`src/rtl/approx_mul_ha_pipe.sv`:
```
`default_nettype none
// ============================================================================
// Module      : approx_mul_ha_pipe
// Description : Three-stage pipelined unsigned WIDTH x WIDTH approximate
//               multiplier. Pairs of partial-product rows are compressed by
//               half-adder arrays whose low columns are exact, OR-summed or
//               truncated per transaction. An on-line monitor reports the
//               error against the exact product and keeps running statistics.
// Revision    : 1.0 - initial release
// ============================================================================
module approx_mul_ha_pipe #(
    parameter int WIDTH       = 8,
    parameter int APPROX_COLS = 6,
    parameter int CNT_W       = 32
) (
    input  logic                 clk,
    input  logic                 rst,
    input  logic                 in_valid,
    output logic                 in_ready,
    input  logic [WIDTH-1:0]     x,
    input  logic [WIDTH-1:0]     y,
    input  logic [1:0]           mode,
    output logic                 out_valid,
    input  logic                 out_ready,
    output logic [2*WIDTH-1:0]   prod,
    output logic [2*WIDTH-1:0]   err,
    input  logic                 stats_clr,
    output logic [2*WIDTH-1:0]   err_max,
    output logic [CNT_W-1:0]     tx_cnt
);

    localparam int PW   = 2 * WIDTH;   // product width
    localparam int NARR = WIDTH / 2;   // number of half-adder arrays
    localparam int TW   = WIDTH + 1;   // sum-bit vector width per array
    localparam int BW   = WIDTH - 1;   // carry-bit vector width per array

    localparam logic [1:0] MODE_OR = 2'd1;
    localparam logic [1:0] MODE_TR = 2'd2;

    // ------------------------------------------------------------------
    // Handshake: a waiting, unaccepted output freezes the whole pipe.
    // ------------------------------------------------------------------
    logic stall_w;
    logic v1_q, v2_q, v3_q;

    assign stall_w   = v3_q & ~out_ready;
    assign in_ready  = ~stall_w;
    assign out_valid = v3_q;

    // ------------------------------------------------------------------
    // Stage 1: operand capture
    // ------------------------------------------------------------------
    logic [WIDTH-1:0] x_q, y_q;
    logic [1:0]       mode_q;

    // Capture operands and mode; bubbles advance as invalid beats.
    always_ff @(posedge clk) begin
        if (rst) begin
            v1_q   <= 1'b0;
            x_q    <= '0;
            y_q    <= '0;
            mode_q <= '0;
        end else if (!stall_w) begin
            v1_q   <= in_valid;
            x_q    <= x;
            y_q    <= y;
            mode_q <= mode;
        end
    end

    // ------------------------------------------------------------------
    // Half-adder arrays (combinational from stage 1)
    // ------------------------------------------------------------------
    logic            is_or_w, is_tr_w;
    logic [NARR*TW-1:0] t_d, t_q;
    logic [NARR*BW-1:0] bt_d, bt_q;
    logic [PW-1:0]      exact_d, exact_q;

    assign is_or_w = (mode_q == MODE_OR);
    assign is_tr_w = (mode_q == MODE_TR);
    assign exact_d = PW'(x_q) * PW'(y_q);

    for (genvar k = 0; k < NARR; k++) begin : g_array
        logic [WIDTH-1:0] row_a, row_b;
        logic [TW-1:0]    t_w;
        logic [BW-1:0]    bt_w;
        logic             hs_w, hc_w;

        assign row_a = y_q & {WIDTH{x_q[2*k]}};
        assign row_b = y_q & {WIDTH{x_q[2*k+1]}};

        // Compress rows a and b (b one place up) column by column. In the
        // truncated region every bit produced in a column is dropped,
        // including the carry it would send upward.
        always_comb begin
            t_w  = '0;
            bt_w = '0;
            hs_w = 1'b0;
            hc_w = 1'b0;
            t_w[0] = row_a[0] & ~(is_tr_w && ((2*k) < APPROX_COLS));
            for (int j = 1; j < WIDTH; j++) begin
                if (((2*k + j) < APPROX_COLS) && is_or_w) begin
                    hs_w = row_a[j] | row_b[j-1];
                    hc_w = 1'b0;
                end else if (((2*k + j) < APPROX_COLS) && is_tr_w) begin
                    hs_w = 1'b0;
                    hc_w = 1'b0;
                end else begin
                    hs_w = row_a[j] ^ row_b[j-1];
                    hc_w = row_a[j] & row_b[j-1];
                end
                t_w[j] = hs_w;
                if (j == WIDTH - 1) begin
                    t_w[WIDTH] = hc_w;
                end else begin
                    bt_w[j-1] = hc_w;
                end
            end
            // Top row bit passes straight through the last column.
            bt_w[BW-1] = row_b[WIDTH-1] & ~(is_tr_w && ((2*k + WIDTH) < APPROX_COLS));
        end

        assign t_d[k*TW +: TW]  = t_w;
        assign bt_d[k*BW +: BW] = bt_w;
    end

    // ------------------------------------------------------------------
    // Stage 2: array outputs plus the exact product for the monitor
    // ------------------------------------------------------------------
    // Register array bits and the exact reference product together.
    always_ff @(posedge clk) begin
        if (rst) begin
            v2_q    <= 1'b0;
            t_q     <= '0;
            bt_q    <= '0;
            exact_q <= '0;
        end else if (!stall_w) begin
            v2_q    <= v1_q;
            t_q     <= t_d;
            bt_q    <= bt_d;
            exact_q <= exact_d;
        end
    end

    // ------------------------------------------------------------------
    // Final summation and error
    // ------------------------------------------------------------------
    logic [PW-1:0] prod_d, err_d;

    // Weight each array by its row pair and accumulate; fits in PW bits.
    always_comb begin
        prod_d = '0;
        for (int k = 0; k < NARR; k++) begin
            prod_d = prod_d + ((PW'(t_q[k*TW +: TW]) + (PW'(bt_q[k*BW +: BW]) << 2)) << (2*k));
        end
        err_d = exact_q - prod_d;
    end

    // ------------------------------------------------------------------
    // Stage 3: product and error, held while the consumer stalls
    // ------------------------------------------------------------------
    logic [PW-1:0] prod_q, err_q;

    // Output register; holding on stall keeps prod/err stable.
    always_ff @(posedge clk) begin
        if (rst) begin
            v3_q   <= 1'b0;
            prod_q <= '0;
            err_q  <= '0;
        end else if (!stall_w) begin
            v3_q   <= v2_q;
            prod_q <= prod_d;
            err_q  <= err_d;
        end
    end

    assign prod = prod_q;
    assign err  = err_q;

    // ------------------------------------------------------------------
    // Statistics
    // ------------------------------------------------------------------
    logic [PW-1:0]    err_max_q;
    logic [CNT_W-1:0] tx_cnt_q;

    // Track max error and saturating transfer count; clear wins over a
    // simultaneous transfer.
    always_ff @(posedge clk) begin
        if (rst || stats_clr) begin
            err_max_q <= '0;
            tx_cnt_q  <= '0;
        end else if (v3_q && out_ready) begin
            if (err_q > err_max_q) begin
                err_max_q <= err_q;
            end
            if (tx_cnt_q != {CNT_W{1'b1}}) begin
                tx_cnt_q <= tx_cnt_q + 1'b1;
            end
        end
    end

    assign err_max = err_max_q;
    assign tx_cnt  = tx_cnt_q;

endmodule
`default_nettype wire
```
`config.mk`:
```
export PLATFORM = sky130hd
export DESIGN_NAME = approx_mul_ha_pipe
export DESIGN_NICKNAME = d
export VERILOG_FILES = /design/src/rtl/approx_mul_ha_pipe.sv
export SDC_FILE = /design/constraint.sdc
export NUM_CORES = 1
export LEC_CHECK = 0
export ABC_AREA = 0
export ABC_CLOCK_PERIOD_IN_PS = 6100
export CORE_MARGIN = 1.5
export CORE_UTILIZATION = 47
export DETAILED_ROUTE_END_ITERATION = 8
export GPL_TIMING_DRIVEN = 0
export PLACE_DENSITY = 0.64
export SYNTH_ARGS = -nofsm -noshare
export SYNTH_HDL_FRONTEND = slang
export SYNTH_SLANG_ARGS = --single-unit
export TNS_END_PERCENT = 1
```
`constraint.sdc`:
```
create_clock -name clk -period 6.1 [get_ports clk]
set_input_delay 1.22 -clock clk [delete_from_list [all_inputs] [get_ports clk]]
set_output_delay 1.22 -clock clk [all_outputs]
set_load 0.005 [all_outputs]
```
Word level (Yosys, flattened, before mapping)
Index checks and enable logic that the tools add are counted.
Widths: inputs -> output; s select.
{"block": "totals", "regBits": 181, "in_bits": 23, "out_inout_bits": 82, "word_cells": 147}
{"block": "op_classes", "n_addsub": 9, "n_mul": 1, "n_lt_le_gt_ge": 1, "n_eq_ne": 3, "mux": 36, "n_bitwise": 80, "reduce_logical": 4}
{"operator": "$and 8x8->8", "n": 8}
{"operator": "$add 9x9->10", "n": 4}
{"operator": "$mux 1", "n": 36}
{"operator": "$add 32x1->32 const B", "n": 1}
{"operator": "$and 1x1->1", "n": 32}
{"operator": "$ne 32x32->1 const B", "n": 1}
{"operator": "$xor 1x1->1", "n": 28}
{"operator": "$add 15x16->16", "n": 1}
{"operator": "$gt 16x16->1", "n": 1}
{"operator": "$mul 8x8->16", "n": 1}
{"operator": "$sub 16x16->16", "n": 1}
{"operator": "$add 13x14->15", "n": 1}
{"operator": "$add 10x12->13", "n": 1}
{"operator": "$or 1x1->1", "n": 9}
{"operator": "$reduce_and 2->1", "n": 2}
{"operator": "$not 1->1", "n": 3}
{"operator": "$eq 2x1->1 const B", "n": 1}
{"operator": "$eq 2x2->1 const B", "n": 1}
{"operator": "$logic_and 1x1->1", "n": 1}
{"operator": "$logic_or 1x1->1", "n": 1}

Logic depth before layout (Yosys ltp)
Gate-level depths: netlist of the first run.
{"block": "depth", "word_depth": 5, "ltp_mapped": 26, "ltp_nobuf": 26}

Worst setup path before layout of the first run
No wires, ideal clock.
{"block": "synth_path", "kind": "flip-flop to flip-flop", "start": "reg t_q[20]", "end": "reg err_q[14], in the netlist err[14]", "setup_time_ps": 62, "arrival_time_ps": 5081, "t_required_ps": 6038, "path_slack_ps": 957, "path_stages_with_launch": 23, "path_buffers": 0, "synth_period_minus_slack_ps": 5143, "path_cell_list": "dfxtp_1 ha_1 fa_1 xnor2_1 fa_1 inv_1 fa_1 inv_1 fa_1 inv_1 ha_1 inv_1 o21bai_1 a21oi_1 xnor2_1 ha_1 nand3_1 o211ai_2 maj3_2 a21oi_2 maj3_2 or4_1 nand3_1"}
{"block": "synth_via", "elab_chain_len": 4}
{"item": "from (decl)", "line": "75", "rtl": "logic [NARR*TW-1:0] t_d, t_q;"}
{"item": "from (signal assigned)", "line": "139", "rtl": "t_q <= t_d;"}
{"item": "$add 9x9->10", "line": "154", "rtl": "prod_d = prod_d + ((PW'(t_q[k*TW +: TW]) + (PW'(bt_q[k*BW +: BW]) << 2)) << (2*k));"}
{"item": "$add 13x14->15", "line": "154"}
{"item": "$add 15x16->16", "line": "154"}
{"item": "$sub 16x16->16", "line": "156", "rtl": "err_d = exact_q - prod_d;"}
{"item": "to (signal assigned)", "line": "173", "rtl": "err_q <= err_d;"}
{"item": "to (decl)", "line": "162", "rtl": "logic [PW-1:0] prod_q, err_q;"}
Every way passes these cells.
A chain may end at the register's enable or synchronous reset.

Worst setup path after layout of the first run
Same ends and word-level chain as after synthesis.

==> results of run 1 <==
-- cell usage in the layout, fill, tap and decap left out, types with 12 or more instances in the layout --
cell type / synthesis / routed
xnor2_1: 44 / 44
nor2_1: 95 / 95
clkbuf_1: 51 / 51
dfxtp_1: 181 / 181
nor3_1: 19 / 19
clkdlybuf4s50_1: 0 / 103
or3_1: 15 / 15
a22oi_1: 12 / 12
o21ai_1: 27 / 27
nand2_1: 232 / 232
a21oi_1: 166 / 166
fa_1: 59 / 59
a211oi_1: 16 / 16
inv_1: 146 / 146
clkbuf_16: 0 / 17
buf_1: 12 / 12
and2_1: 38 / 38
xor2_1: 22 / 22
nand3_1: 36 / 36
ha_1: 145 / 145
o21ai_0: 19 / 19
-- worst max-delay path, delay by kind of cell, from the launching register on --
kind,cells,cell delay [ns]
and+or+nand+nor,3,0.62
AOI/OAI and AO/OA,4,0.54
adders and majority gates,9,3.41
xor gates and xnor gates,2,0.30
buffers and inverters,4,0.25
DFF,1,0.31
-- final cells by class --
cell class | instances | share of cell area
well taps | 330 | 0.02912
plain buffers | 66 | 0.01773
clock buffers | 17 | 0.03000
multi-input cells | 1070 | 0.5461
inverters | 149 | 0.03944
flip-flops and latches | 181 | 0.2555
repair buffers | 103 | 0.07270
clock inverters | 15 | 0.009441
-- where the power goes --
| group | total (uW) | internal [uW] | switching [uW] | leakage [uW] |
|---|---|---|---|---|
| logic | 786 | 369 | 417 | 0.00443 |
| registers | 1320 | 1250 | 70.2 | 0.00147 |
| clock network | 1080 | 542 | 543 | 0.000280 |
-- worst paths after layout --
kind	to	slack [ns]
worst max-delay path	err[14]	0.60
worst min register to register	prod[2]	0.45
worst max register to register	err[14]	0.60
worst min-delay path	prod[2]	0.45
-- logic make-up (layout without fill, tap and decap cells) --
logic type,after synthesis,after routing,share of synthesized area
xor gates and xnor gates,67,67,0.04973
and+or+nand+nor,489,489,0.1838
AOI/OAI and AO/OA,307,307,0.1537
DFF,181,181,0.2975
buffers and inverters,215,350,0.06658
adders and majority gates,206,206,0.2478
muxes,1,1,0.0008220
-- stage by stage --
stage          hold WS, ns  instance area, sq um
3_3_place_gp        0.4376                 13620
6_report            0.4541                 14180
4_1_cts             0.4553                 14180
2_1_floorplan       0.4319                 12180
5_1_grt             0.4712                 14180
3_5_place_dp        0.4459                 13620
-- per-layer routing --
layer,global-route usage,vias to the layer above
met4,0.06281,0
met2,0.4198,264
met1,0.3340,4839
met3,0.03586,39
li1,-,5162
met5,0,-
-- registers in the layout (all words and copies together) (netlist names) --
| register | cells |
|---|---|
| bt_q | 28 |
| err | 16 |
| err_max | 16 |
| exact_q | 16 |
| mode_q | 2 |
| out_valid | 1 |
| prod | 16 |
| t_q | 36 |
| tx_cnt | 32 |
| v1_q | 1 |
| v2_q | 1 |
| x_q | 8 |
| y_q | 8 |
==> results.md, run 1 <==
- Uppermost layer routed: met4
- R2R depth: 22
- Number of routed nets with antenna violations: 0
- Die height: 164.0 um
- Cell depth of the worst hold path: 2
- Dpl hpwl: 25.41 mm
- Maximum number of pins on one net before global-route repair: 19
- Average via count per standard cell: 5.336
- Post-Route WL: 32.34 mm
- Worst IR drop on VDD: 0.0001477 V
- Top cells by area, synth: dfxtp_1 30%, ha_1 15%, fa_1 9.7%
- IO Pins: 105
- Rel. slew slack: 0.4057
- Overflow left after global routing: 0
- Iteration count of the initial detailed-routing pass: 6
- Routed length per instance: 16.75 um
- Reg-to-Reg Start: t_q[20]
- Total of warnings raised by yosys: 0
- Total length of routed met3 wires: 1.532 mm
- Core area: 25,330 sq um
- Leading post-synthesis cells by instance count: 232 x nand2_1, 181 x dfxtp_1, 166 x a21oi_1
- Share of the yosys chip area belonging to registers: 0.2975
- Class of the most critical hold timing path: flip-flop to flip-flop
- Footprint of the flip-flops and latches: 3623 sq um
- Area of the mapped netlist: 12,180 sq um
- Run status: finished clean
- Pins over their slew limit: 0
- Total Die Area: 26,880 sq um
- Total met2 wirelength after detailed routing: 15.08 mm
- Final critical-path required period: 5.495 ns
- RSZ-0062 raised after global routing: false
- TritonCTS clock tree: done
- Main synth FF type: dfxtp_1
- Critical path class: flip-flop to flip-flop
- Count of filler cells inserted in the layout: 2,391
- Nature of the critical path endpoint: flip-flop
- Final clock skew: 0.01322 ns
- Clock Pin Slew Worst Setup and Hold Paths: 0.07 ns
- Dominant cell type by area after synthesis: dfxtp_1
- Final setup violating endpoints: 0
- Series of cell instances along the critical path: ha_1 > fa_1 > xnor2_1 > fa_1 > inv_1 > fa_1 > inv_1 > fa_1 > inv_1 > ha_1 > inv_1 > o21bai_1 > a21oi_1 > xnor2_1 > ha_1 > nand3_1 > o211ai_2 > maj3_2 > a21oi_2 > maj3_2 > or4_1 > nand3_1
- Via count of the first global-routing pass: 9,908
- Slew at the pin with the worst max-slew slack: 0.8915 ns
- Inserted Clock Buffers: 17
- Number of port buffers: 103
- Worst EP arrival: 5.88 ns
- Number of max-cap violations: 0
- Mapped Cells: 1,466
- Setup Total Neg Slack: 0 ns
- Core occupancy in the finished layout: 0.5599
- Leak: 0.006179 uW
- Post-synth ARST share: 0
- Post-cts resize count: 0
- Post-synth net total: 1,693
- Vias after detailed routing: 10,304
- Placed cell count: 1,899
- Number of rows created at floorplan: 58
- Number of non-filler instances in the completed layout: 1,931
- Initial cell density of the core: 0.4808
- Startpoint of the tightest hold check path: prod[2]
- Pwr Density: 224.9 nW/um^2
- Synth top area share: 0.2975
- Mean Syn Cell Area: 8.307 sq um
- Final Wtd Congestion: 0.8892
- Num Clock Sinks: 181
- Routed met1 length: 15.19 mm
- Distinct cell type count after synthesis: 66
- Clock root cell: clkbuf_16
- Number of enable flip-flop cells after synthesis: 0
- Initial antenna violation count: 0
- Number of nets in the layout: 1,815
- Setup Slack @ Placement: 0.6260 ns
- Stage delay of the slowest cell on the critical path: 0.53 ns
- Required @ worst endpoint: 6.48 ns
- Maximum clock frequency: 182.0 MHz
- Chip Width: 164.0 um
- Share of the clock period used by the worst path: 0.9009
- Maximum fanout count along the critical path: 5
- Final setup slack of the worst path: 0.6048 ns
- Remaining DRCs: 0
- Startpoint of the most critical setup path: t_q[20]
- Synth-to-Final Area Change: 16.45%
- Layout cells sized above 1: 0.03560
- Maximum buffer depth of the clock tree: 2
- CP Launch Type: flip-flop
- Final hold viol count: 0
- Library cell contributing the largest single delay on the critical path: fa_1
- Total routing usage reported by global routing: 0.2490
- Number of hold-repair buffers added at the cts stage: 0
- Number of antenna cells inserted: 0
- Most common cell in the netlist: nand2_1
- Synthesis-stage register bit count: 181
- Overall power of the completed layout: 3189 uW
- Multi-input combinational cell area: 7744 sq um
- Global-route wire length before repair: 51.81 mm
- Worst skew pair latency: 0.44 ns
- Max H-tree Level: 4
- Iteration-0 DRC count of the detailed router: 784
- Post-CTS setup buffers: 0
No activity file was read; power rests on OpenSTA's default activity.
==> run 2, diff against run 1 <==
- ABC_CLOCK_PERIOD_IN_PS: 6100 -> 7000
- CTS_CLUSTER_SIZE: not set -> 16
- clock period: 6.1 -> 7 ns (I/O delays scaled with it)
==> results of run 2 <==
The final DEF is identical to that of run 1. Status: finished clean.
Among the figures that moved: setup slack after placement 0.6260 ns -> 1.363 ns; setup slack after layout 0.6048 ns -> 1.289 ns; start point of the critical path t_q[20] -> out_ready; end point of the critical path err[14] -> in_ready; register-to-register setup slack 0.60 ns -> 1.50 ns; total power 3189 uW -> 2779 uW; worst IR drop on VDD 0.0001477 V -> 0.0001287 V
